--- config.mk ---
export PLATFORM = sky130hd
export DESIGN_NAME = ahb_resp_mux
export DESIGN_NICKNAME = d
export VERILOG_FILES = /design/src/rtl/ahb_resp_mux.sv
export SDC_FILE = /design/constraint.sdc
export NUM_CORES = 1
export LEC_CHECK = 0
export ABC_AREA = 1
export CAP_MARGIN = 20
export CORE_ASPECT_RATIO = 1.5
export CORE_MARGIN = 2
export CORE_UTILIZATION = 22
export DETAILED_ROUTE_END_ITERATION = 8
export PLACE_DENSITY = 0.87
export REMOVE_ABC_BUFFERS = 1
export SETUP_SLACK_MARGIN = 0.2
export SLEW_MARGIN = 20
export SYNTH_ARGS = -nofsm -noshare
export SYNTH_HDL_FRONTEND = slang
export SYNTH_SLANG_ARGS = --single-unit
--- constraint.sdc ---
create_clock -name clk -period 1.4 [get_ports clk]
set_input_delay 0.35 -clock clk [delete_from_list [all_inputs] [get_ports clk]]
set_output_delay 0.35 -clock clk [all_outputs]
set_load 0.02 [all_outputs]
--- src/rtl/ahb_resp_mux.sv ---
// Purpose : AHB-Lite data-phase response mux with a built-in default slave.
// Latency : zero added latency; SLAVE-phase outputs follow slave inputs combinationally.
// Backpr. : hready follows readyout[sel]; default-slave ERROR stalls one cycle (ERR1).
//
// Ports: clk/rst (sync active-high), hsel_s/htrans (address phase),
//        rdata/resp/readyout (per-slave data phase), hrdata/hresp/hready (to master),
//        timeout (one-cycle pulse when a stalled slave is aborted).
// Optional feature macro: AHB_RESP_MUX_TIMEOUT_EN (stall timeout, limit TIMEOUT_CYCLES).
module ahb_resp_mux #(
    parameter int N_SLAVES       = 2,
    parameter int DATA_W         = 32,
    parameter int TIMEOUT_CYCLES = 255
) (
    input  logic                         clk,
    input  logic                         rst,
    input  logic [N_SLAVES-1:0]          hsel_s,
    input  logic [1:0]                   htrans,
    input  logic [N_SLAVES*DATA_W-1:0]   rdata,
    input  logic [N_SLAVES-1:0]          resp,
    input  logic [N_SLAVES-1:0]          readyout,
    output logic [DATA_W-1:0]            hrdata,
    output logic                         hresp,
    output logic                         hready,
    output logic                         timeout
);

    localparam int SEL_W = (N_SLAVES > 1) ? $clog2(N_SLAVES) : 1;

    typedef enum logic [1:0] {
        ST_IDLE  = 2'd0,
        ST_SLAVE = 2'd1,
        ST_ERR1  = 2'd2,
        ST_ERR2  = 2'd3
    } state_t;

    state_t             state, state_nxt;
    logic [SEL_W-1:0]   sel, sel_nxt;
    logic [4:0]         hit_cnt;
    logic [SEL_W-1:0]   hit_idx;
    logic               xfer_req;
    logic               to_fire;

    // NONSEQ or SEQ; written over both bits so the whole bus is consumed.
    assign xfer_req = (htrans == 2'b10) || (htrans == 2'b11);

    // Count asserted selects and remember the (last) hit index; only a
    // count of exactly one is a legal decode.
    always_comb begin
        hit_cnt = '0;
        hit_idx = '0;
        for (int i = 0; i < N_SLAVES; i++) begin
            if (hsel_s[i]) begin
                hit_cnt = hit_cnt + 5'd1;
                hit_idx = SEL_W'(i);
            end
        end
    end

`ifdef AHB_RESP_MUX_TIMEOUT_EN
    logic [15:0] stall_cnt;
`endif

    always_comb begin
        hready    = 1'b1;
        hresp     = 1'b0;
        hrdata    = '0;
        state_nxt = state;
        sel_nxt   = sel;
        to_fire   = 1'b0;

        case (state)
            ST_SLAVE: begin
                hready = readyout[sel];
                hresp  = resp[sel];
                hrdata = rdata[sel*DATA_W +: DATA_W];
            end
            ST_ERR1: begin
                hready    = 1'b0;
                hresp     = 1'b1;
                state_nxt = ST_ERR2;
            end
            ST_ERR2: begin
                hresp = 1'b1;
            end
            default: ;
        endcase

        // Any cycle with hready high completes the current data phase and
        // accepts the next address phase on the same edge.
        if (hready) begin
            if (!xfer_req) begin
                state_nxt = ST_IDLE;
            end else if (hit_cnt == 5'd1) begin
                state_nxt = ST_SLAVE;
                sel_nxt   = hit_idx;
            end else begin
                state_nxt = ST_ERR1;
            end
        end

`ifdef AHB_RESP_MUX_TIMEOUT_EN
        // This is the TIMEOUT_CYCLES-th consecutive stalled cycle: abort.
        if (state == ST_SLAVE && !readyout[sel] &&
            stall_cnt == 16'(TIMEOUT_CYCLES - 1)) begin
            state_nxt = ST_ERR1;
            to_fire   = 1'b1;
        end
`endif
    end

    always_ff @(posedge clk) begin
        if (rst) begin
            state <= ST_IDLE;
            sel   <= '0;
        end else begin
            state <= state_nxt;
            sel   <= sel_nxt;
        end
    end

`ifdef AHB_RESP_MUX_TIMEOUT_EN
    logic timeout_q;

    always_ff @(posedge clk) begin
        if (rst) begin
            stall_cnt <= '0;
            timeout_q <= 1'b0;
        end else begin
            timeout_q <= to_fire;
            // Entry to SLAVE includes a back-to-back SLAVE->SLAVE handoff.
            if (state_nxt == ST_SLAVE && (state != ST_SLAVE || hready)) begin
                stall_cnt <= '0;
            end else if (state == ST_SLAVE && !readyout[sel]) begin
                stall_cnt <= stall_cnt + 16'd1;
            end
        end
    end

    assign timeout = timeout_q;
`else
    assign timeout = 1'b0;
`endif

endmodule

==> out/metrics.cfg <==
[outcome]
outcome=finished with violations
violations=setup timing

[clock_network]
cts_buffer_depth=2
clk_latency_ns=0.21
cts-root-buf=clkbuf_8
hold_buffers=0
htree_levels=1
tritoncts=built
clock_sinks=3
numCtsBuffers=3
cts.clk_slew.worst_paths_ns=0.03

[global_route]
grt_pass1_wl_mm=5.75
antenna_found_initial=0
grt_max_degree=21
grt_overflow=0
groute.usage.overall_pct=17.7
grt_pass1_vias=1346

[final_layout]
syn_to_final_growth_pct=167
final_common_cell=clkdlybuf4s50_1
drive_gt1_share_pct=28.5
final_cell_count_no_fill=312
final_cell_mix=clkdlybuf4s50_1, nor2_1, buf_4
nNetsFinal=350
diodes=0
nFillCells=342

[floorplanning]
core_area_um2=3380
die-width_um=52.4
initial_core_util_pct=22.8
num_rows=26
fp.dieH_um=76.6
dieArea_um2=4010
ios=109

[yosys]
async_flop_share_pct=0
synth_top_flop_cell=dfxtp_1
netlist_area_um2=772
yosys-top-cells-area=nor2_1, o21ai_0, ha_1
synthCells=154
ys_seq_area_share_pct=7.78
synth_top_area_cell=nor2_1
synth_top_area_share_pct=34.0
synth_edf_count=0
synth.distinct_cells=22
ys_seq_elements=3
avgSynthCellArea_um2=5.01
yosysWarnings=0

[worst_setup_path]
arrival_ns=1.30
crit_top_cell=buf_6
crit_chain=buf_6, inv_4, ha_4, or2_4, nand2_4, buf_6
required_ns=1.05
cp_max_fo=3
slowest_delay_ns=0.35
worst_setup_path_end_kind=primary output
critPathKind=reg -> out
worst_path_max_delay_cell=dfxtp_2
cp-start-kind=flop

[sta]
fmax_ghz=0.606
finalSetupViolations=36
worst_slack_ns=-0.249
fin_crit_sh_pct=118
rsz0062_at_grt=yes
post-route-min-period_ns=1.65
finClkSkew_ns=0.00224
hold_ws_ns=0.717
hold_viol=0
drv_slew=0

[detailed_routing]
routedWlPerCell_um=11.4
drt_iter0_markers=21
num_vias=1351
firstDrtPassIters=4
postRouteAntennaNets=0
via_per_inst=4.33
drcViolationCount=0
totalWireLength_mm=3.57

[placed_design]
gp_congestion=0.860
io_buffer_count=106
preCtsSetupSlack_ns=-0.713
dpl.hpwl_mm=2.81
dp.cells=306

[pwr]
ir_drop_mv=1.09
power.leakage_nw=0.974
power.density_nw_per_um2=1420

[min_path]
hold_class=reg -> reg

[run]
max_cap_violations=0

==> worst max-delay path: cells and delay by family (launching register included) <==
| kind | cells | cell delay, ns |
|---|---|---|
| flops | 1 | 0.35 |
| simple gates | 2 | 0.34 |
| buf+inv | 3 | 0.27 |
| fa+ha+maj | 1 | 0.14 |
==> power by group <==
| part | total, W | internal (W) | switching [W] | leakage, nW |
|---|---|---|---|---|
| clock network | 0.000242 | 0.000193 | 0.0000488 | 0.0228 |
| logic | 0.00251 | 0.00122 | 0.00129 | 0.925 |
| registers | 0.000168 | 0.000130 | 0.0000383 | 0.0258 |
==> Yosys cell counts (2+ instances only) <==
cell type and instances:
dfxtp_1 3, nand2_1 9, nand4_1 2, nand2_2 2
ha_1 5, inv_1 8, clkbuf_1 4, buf_2 5
nor2_1 70, a21oi_1 2, o21ai_0 33
==> area by class of cell <==
type	count	area, um^2	share of cell area (%)
repair buffers	123	1160	56.2
multi-input cells	131	701	34.0
flip-flops and latches	3	63.8	3.10
well taps	42	52.6	2.55
clock buffers	4	45.0	2.19
inverters	9	38.8	1.88
==> worst paths after layout <==
path             from       end  slack (ns)  depth (start not counted)
max          state[0]    hready       -0.25                          6
min          state[1]  state[1]        0.72                          5
max reg2reg  state[0]  state[1]       -0.06                         10
min reg2reg  state[1]  state[1]        0.72                          5
==> flip-flops by register name (all words and copies together) (netlist names) <==
register  cells
sel           1
state         2
==> metrics by stage <==
stage / utilization, % / setup TNS (ns) / power [W] / area [um^2]
after floorplan: - / -13.94 / 0.00122 / 713
after global placement: 58.1 / -20.63 / 0.00235 / 1960
after detailed placement: 58.1 / -21.48 / 0.00238 / 1960
after CTS: 59.4 / -6.80 / 0.00281 / 2010
after global routing: 60.8 / -9.62 / 0.00317 / 2060
final: 60.8 / -5.85 / 0.00292 / 2060
==> layer usage <==
metal / vias to the layer above / share of wire [%] / track usage [%]
li1: 721 / - / -
met2: 46 / 56 / 34.5
met4: 0 / 1.2 / 4.87
met5: - / 0 / 0
met1: 580 / 36 / 17.3
met3: 4 / 6.8 / 3.92
==> cell families (layout without fill, tap and decap cells) <==
logic type / count (synthesis) / in the layout / share of synthesized area, %
AND/OR/NAND/NOR: 86 / 86 / 44.7
AO/OA/AOI/OAI: 37 / 37 / 24.3
buffers and inverters: 20 / 136 / 12.3
adder cells (fa/ha/maj): 5 / 5 / 8.10
flip-flops: 3 / 3 / 7.78
XOR/XNOR: 2 / 2 / 2.27
other: 1 / 1 / 0.486
==> what timing repair did <==
| item | CTS | global route |
|---|---|---|
| cloned | 0 | 0 |
| endpoints found under the setup margin | 37 | 37 |
| pin swaps | 8 | 6 |
| buffers inserted | 2 | 0 |
| gates resized for setup | 204 | 14 |
Power figures use the tool's default switching activity.
